[config.mk]
export PLATFORM = sky130hd
export DESIGN_NAME = matrix_capture
export DESIGN_NICKNAME = d
export VERILOG_FILES = /design/src/rtl/matrix_capture_pkg.sv /design/src/rtl/matrix_capture_rise_detect.sv /design/src/rtl/matrix_capture.sv
export SDC_FILE = /design/constraint.sdc
export NUM_CORES = 1
export LEC_CHECK = 0
export ABC_AREA = 1
export BUFFER_PORTS_ARGS = -buffer_cell sky130_fd_sc_hd__buf_2
export CORE_UTILIZATION = 45
export CTS_CLUSTER_SIZE = 8
export DETAILED_ROUTE_END_ITERATION = 7
export GPL_TIMING_DRIVEN = 1
export SETUP_SLACK_MARGIN = 0.02
export SLEW_MARGIN = 20
export SYNTH_ARGS = -nofsm -noshare
export SYNTH_HDL_FRONTEND = slang
export SYNTH_SLANG_ARGS = --single-unit
export TNS_END_PERCENT = 30
[constraint.sdc]
create_clock -name clk -period 18 [get_ports clk]
set_input_delay 3.6 -clock clk [delete_from_list [all_inputs] [get_ports clk]]
set_output_delay 3.6 -clock clk [all_outputs]
set_load 0.01 [all_outputs]
[src/rtl/matrix_capture_pkg.sv]
// Shared constants, types and helpers for the dot-matrix line capture block.
package matrix_capture_pkg;

    localparam int MATRIX_DIM = 16;
    localparam int ROW_W      = 4;
    localparam int DATA_W     = 16;
    localparam int CNT_W      = 8;

    typedef logic [ROW_W-1:0]  row_idx_t;
    typedef logic [DATA_W-1:0] row_data_t;
    typedef logic [CNT_W-1:0]  frame_cnt_t;

    typedef struct packed {
        logic     valid;
        row_idx_t idx;
    } row_sel_t;

    // A row selection is only meaningful when exactly one driver bit is low.
    function automatic row_sel_t decode_row(input row_data_t sr);
        row_sel_t sel;
        int       zeros;
        sel   = '0;
        zeros = 0;
        for (int i = 0; i < MATRIX_DIM; i++) begin
            if (!sr[i]) begin
                zeros   = zeros + 1;
                sel.idx = row_idx_t'(i);
            end
        end
        sel.valid = (zeros == 1);
        return sel;
    endfunction

    function automatic row_data_t bit_reverse(input row_data_t v);
        row_data_t r;
        for (int i = 0; i < MATRIX_DIM; i++) begin
            r[i] = v[MATRIX_DIM-1-i];
        end
        return r;
    endfunction

endpackage

[src/rtl/matrix_capture_rise_detect.sv]
// Registers one asynchronous control input and flags its 0->1 transition.
module rise_detect (
    input  logic clk,
    input  logic reset,
    input  logic d,
    output logic rise
);

    logic sync_q;
    logic sync_d;
    logic prev_q;
    logic prev_d;

    always_comb begin
        sync_d = d;
        prev_d = sync_q;
    end

    always_ff @(posedge clk or negedge reset) begin
        if (!reset) begin
            sync_q <= 1'b0;
            prev_q <= 1'b0;
        end else begin
            sync_q <= sync_d;
            prev_q <= prev_d;
        end
    end

    assign rise = sync_q & ~prev_q;

endmodule

[src/rtl/matrix_capture.sv]
// Snoops the row/column shift-register bus of a 16x16 LED matrix and rebuilds
// the displayed image in a local framebuffer, one latched line at a time.
module matrix_capture
    import matrix_capture_pkg::*;
#(
    parameter bit ROWFIX = 1'b1
) (
    input  logic              clk,
    input  logic              reset,
    input  logic              rclk,
    input  logic              rsdi,
    input  logic              cclk,
    input  logic              csdi,
    input  logic              le,
    input  logic              oeb,
    input  logic [ROW_W-1:0]  rd_row,
    output logic [DATA_W-1:0] rd_data,
    output logic              line_valid,
    output logic [ROW_W-1:0]  line_row,
    output logic [DATA_W-1:0] line_data,
    output logic              frame_done,
    output logic [CNT_W-1:0]  frame_cnt,
    output logic              row_err
);

    logic rclk_rise;
    logic cclk_rise;
    logic le_rise;

    rise_detect u_rclk (.clk(clk), .reset(reset), .d(rclk), .rise(rclk_rise));
    rise_detect u_cclk (.clk(clk), .reset(reset), .d(cclk), .rise(cclk_rise));
    rise_detect u_le   (.clk(clk), .reset(reset), .d(le),   .rise(le_rise));

    logic       rsdi_q, rsdi_d;
    logic       csdi_q, csdi_d;
    logic       oeb_q,  oeb_d;
    row_data_t  colsr_q, colsr_d;
    row_data_t  rowsr_q, rowsr_d;
    row_data_t  frame_q [MATRIX_DIM];
    row_data_t  frame_d [MATRIX_DIM];
    row_data_t  rd_data_q, rd_data_d;
    logic       line_valid_q, line_valid_d;
    row_idx_t   line_row_q, line_row_d;
    row_data_t  line_data_q, line_data_d;
    logic       frame_done_q, frame_done_d;
    frame_cnt_t frame_cnt_q, frame_cnt_d;
    logic       row_err_q, row_err_d;

    row_sel_t   sel;
    row_idx_t   wr_row;
    row_data_t  wr_data;

    // The latch decision reads the _q shift registers, so a shift in the same
    // cycle as le never leaks into the captured line.
    always_comb begin
        rsdi_d       = rsdi;
        csdi_d       = csdi;
        oeb_d        = oeb;
        colsr_d      = colsr_q;
        rowsr_d      = rowsr_q;
        frame_d      = frame_q;
        rd_data_d    = frame_q[rd_row];
        line_valid_d = 1'b0;
        line_row_d   = line_row_q;
        line_data_d  = line_data_q;
        frame_done_d = 1'b0;
        frame_cnt_d  = frame_cnt_q;
        row_err_d    = row_err_q;
        sel          = decode_row(rowsr_q);
        wr_row       = sel.idx ^ row_idx_t'(ROWFIX);
        wr_data      = bit_reverse(colsr_q);

        if (cclk_rise) begin
            colsr_d = {colsr_q[DATA_W-2:0], csdi_q};
        end
        if (rclk_rise) begin
            rowsr_d = {rowsr_q[DATA_W-2:0], rsdi_q};
        end

        if (le_rise) begin
            if (!sel.valid) begin
                row_err_d = 1'b1;
            end else if (!oeb_q) begin
                frame_d[wr_row] = wr_data;
                line_valid_d    = 1'b1;
                line_row_d      = wr_row;
                line_data_d     = wr_data;
                if (wr_row == row_idx_t'(MATRIX_DIM - 1)) begin
                    frame_done_d = 1'b1;
                    frame_cnt_d  = frame_cnt_q + 1'b1;
                end
            end
        end
    end

    always_ff @(posedge clk or negedge reset) begin
        if (!reset) begin
            rsdi_q       <= 1'b0;
            csdi_q       <= 1'b0;
            oeb_q        <= 1'b0;
            colsr_q      <= '0;
            rowsr_q      <= '1;
            frame_q      <= '{default: '0};
            rd_data_q    <= '0;
            line_valid_q <= 1'b0;
            line_row_q   <= '0;
            line_data_q  <= '0;
            frame_done_q <= 1'b0;
            frame_cnt_q  <= '0;
            row_err_q    <= 1'b0;
        end else begin
            rsdi_q       <= rsdi_d;
            csdi_q       <= csdi_d;
            oeb_q        <= oeb_d;
            colsr_q      <= colsr_d;
            rowsr_q      <= rowsr_d;
            frame_q      <= frame_d;
            rd_data_q    <= rd_data_d;
            line_valid_q <= line_valid_d;
            line_row_q   <= line_row_d;
            line_data_q  <= line_data_d;
            frame_done_q <= frame_done_d;
            frame_cnt_q  <= frame_cnt_d;
            row_err_q    <= row_err_d;
        end
    end

    assign rd_data    = rd_data_q;
    assign line_valid = line_valid_q;
    assign line_row   = line_row_q;
    assign line_data  = line_data_q;
    assign frame_done = frame_done_q;
    assign frame_cnt  = frame_cnt_q;
    assign row_err    = row_err_q;

endmodule

==> impl_metrics.yaml <==
route:
  ant_nets: 0
  drtIter0Drc: 1562
  first_pass_iters: 7
  drt_wl_total_um: 53220
  vias_per_cell: 5.578
  drc: 1
  wl_per_cell_um: 19.23
  vias: 15440
timing:
  finalCritPeriodShare_pct: 56.32
  worstMarginPinSlew_ns: 1.200
  fin_crit_ns: 10.14
  fmax_mhz: 98.65
  slew_headroom_pct: 19.99
  setup_viol: 0
  hold_viol: 0
  skew_ns: 0.01184
  rsz0062_at_grt: "no"
  tns_ns: 0
  final_max_slew_viol_count: 0
placement:
  dpl.hpwl_um: 31000
  gp_congestion: 0.8263
  port_buffers: 58
  placedCellCount: 2707
setup_path:
  crit_path_frequent_cell: "nand2_1"
  r2r_start: "rowsr_q[1]$_DFFE_PN1P_"
  path_class: "register to register"
  crit_slowest_cell: "nor2_8"
  startpoint_type: "register"
  slowest_delay_ns: 0.63
  startpoint: "rowsr_q[1]$_DFFE_PN1P_"
  critPathCaptureType: "register"
  worst_r2r_endpoint: "frame_q[178]$_DFFE_PN0P_"
  r2r_setup_slack_ns: 7.86
  setup.worst_path.end: "frame_q[178]$_DFFE_PN0P_"
  cp_max_fo: 221
  crit_required_ns: 18.50
  cp_data_arrival_time_ns: 10.64
  worst-r2r-cell-count: 55
layout:
  fin_cells: 2768
  diodes: 0
  syn_to_final_growth_pct: 8.743
  drive_above_1_share_pct: 10.21
  finalNetCount: 2262
run:
  cap_violations: 0
logic_synthesis:
  synth_cell_types: 35
  synth_compound_area_share_pct: 8.060
  synth-simple-area-share_pct: 30.65
  synthAdderAreaFrac_pct: 1.104
  ys_warn_count: 0
  syn_nets: 2291
  netlist_top_cells_area: "dfrtp_1 45%, nand2_1 16%, nand3_1 9.6%"
  synth_top_family_by_area: "simple AND/OR/NAND/NOR gates"
  yosysSeqAreaShare_pct: 47.58
  synthCells: 2263
  netlist_area_mm2: 0.01813
  syn_area_per_cell_um2: 8.013
  synth_xor_area_share_pct: 0.3381
  ys_ff_latch: 344
  synth_mux_area_share_pct: 4.402
  yosysTopAreaCellShare_pct: 45.27
  synth_top_cell_by_area: "dfrtp_1"
clocking:
  cts_sinks: 344
  cts_resized: 0
  cts_tree: "yes"
  htree_levels: 2
  cts_setup_buffers: 0
  path_clk_slew_ns: 0.05
  insertion_delay_ns: 0.57
  clockBufferDepth: 3
  cts_buffers: 48
  cts-root-buf: "clkbuf_16"
  holdBufCountCts: 0
global_routing:
  gr-total-overflow: 0
  grt_use_total_pct: 26.18
  antenna_found_initial: 0
  grt_max_degree: 222
  grt_pass1_vias: 15030
  grt_pass1_wl_um: 84280
floorplan:
  die_w_um: 202.7
  ios: 59
  floorplan.die.height_um: 202.7
  start_util_pct: 45.64
  die_area_mm2: 0.04110
  row_count: 73
  core_mm2: 0.03973
power_and_ir_drop:
  leakage_nw: 10.19
  p_per_area_mw_per_mm2: 187.9
  vdd_drop_max_uv: 232.7
status:
  failed_checks: "design-rule violations"
  outcome: "finished, violations left"
min_path:
  hold_path_startpoint: "u_le.prev_d$_DFF_PN0_"
  hold_path_class: "register to register"
-- stage by stage --
stage          power (mW)  setup slack, ns  utilization [%]  hold WS [ns]  instance area (um2)
2_1_floorplan       2.575            10.13                -        0.3540                18130
3_3_place_gp        2.875            8.264            46.38        0.3633                18430
3_5_place_dp        2.913            8.038            46.38        0.3674                18430
4_1_cts             3.723            7.996            49.56        0.3783                19690
5_1_grt             4.032            7.065            49.63        0.3884                19720
6_report            3.705            7.863            49.63        0.3751                19720
-- state kept, by name, indices dropped and copies added (netlist names), 4 cells and up --
register   flops
frame_cnt      8
line_data     16
rd_data       16
colsr_q       16
frame_q      256
line_row       4
rowsr_q       16
-- worst max-delay path: cells and delay by family, from the launching register on --
kind / cells / cell delay (ns)
AO/OA/AOI/OAI: 2 / 0.37
flip-flops: 1 / 0.55
buffers and inverters: 6 / 0.96
adder cells (fa/ha/maj): 14 / 3.87
AND/OR/NAND/NOR: 33 / 3.92
-- cell usage in the layout, fill, tap and decap left out, drive strengths merged --
master / netlist / routed
nand4: 25 / 25
inv: 155 / 155
dfrtp: 328 / 328
o211ai: 64 / 64
nand3b: 7 / 7
mux2i: 64 / 64
xor2: 4 / 4
ha: 16 / 16
mux2: 14 / 14
o21ai: 119 / 119
a31oi: 1 / 1
xnor2: 3 / 3
nor2: 73 / 73
a21oi: 75 / 75
dfstp: 16 / 16
clkbuf: 80 / 59
nor3: 3 / 3
buf: 76 / 77
or2: 3 / 3
nand3: 366 / 366
nand2: 771 / 771
-- synthesized netlist by cell type --
library cell	number
mux2_2	14
a31oi_1	1
a21oi_1	75
buf_2	25
nand4_4	8
xor2_1	4
nand2_1	749
ha_1	16
dfstp_2	16
buf_12	1
buf_8	1
o21ai_0	116
nor2_8	2
o21ai_1	2
buf_4	7
dfrtp_1	328
buf_6	23
o21ai_2	1
nand2_2	20
or2_2	3
o211ai_1	64
nor2_1	66
nand4_1	17
clkbuf_1	80
buf_1	19
nand2_4	2
nand3_2	17
inv_1	147
nor3_1	3
inv_2	8
nand3b_1	7
nor2_2	5
mux2i_1	64
nand3_1	349
xnor2_1	3
-- how the worst min path moves through the flow --
stage                              endpoint  slack, ns  cells after the start
floorplan           u_cclk.prev_q$_DFF_PN0_       0.35                      0
global placement    u_rclk.prev_q$_DFF_PN0_       0.36                      0
detailed placement    u_le.prev_q$_DFF_PN0_       0.37                      0
CTS                   u_le.prev_q$_DFF_PN0_       0.38                      0
global route        u_cclk.prev_q$_DFF_PN0_       0.39                      0
finish                u_le.prev_q$_DFF_PN0_       0.38                      0
-- metal layers --
layer | global-route usage, % | vias to the layer above | share of wire, %
met2 | 42.54 | 510 | 48
met3 | 3.178 | 87 | 6.1
met1 | 35.87 | 7519 | 44
met4 | 9.721 | 0 | 2.7
li1 | - | 7323 | -
met5 | 0 | - | 0
-- cell families after synthesis --
logic type,count (synthesis)
AOI/OAI and AO/OA,259
xor gates and xnor gates,7
adders and majority gates,16
buffers and inverters,311
DFF,344
muxes,78
and+or+nand+nor,1248
-- cell type report --
cell class | count | area, um2
clock buffer | 59 | 1264
fill | 3823 | 20010
inverter | 155 | 581.8
multi-input combinational | 1608 | 8102
sequential | 344 | 8628
tap | 525 | 656.9
timing repair buffer | 77 | 485.5
-- report_power, final --
group / switching [mW] / internal, mW
combinational: 1.33 / 0.583
sequential: 0.156 / 0.828
clock: 0.325 / 0.481
total: 1.81 / 1.89
No activity file was read; power rests on OpenSTA's default activity.
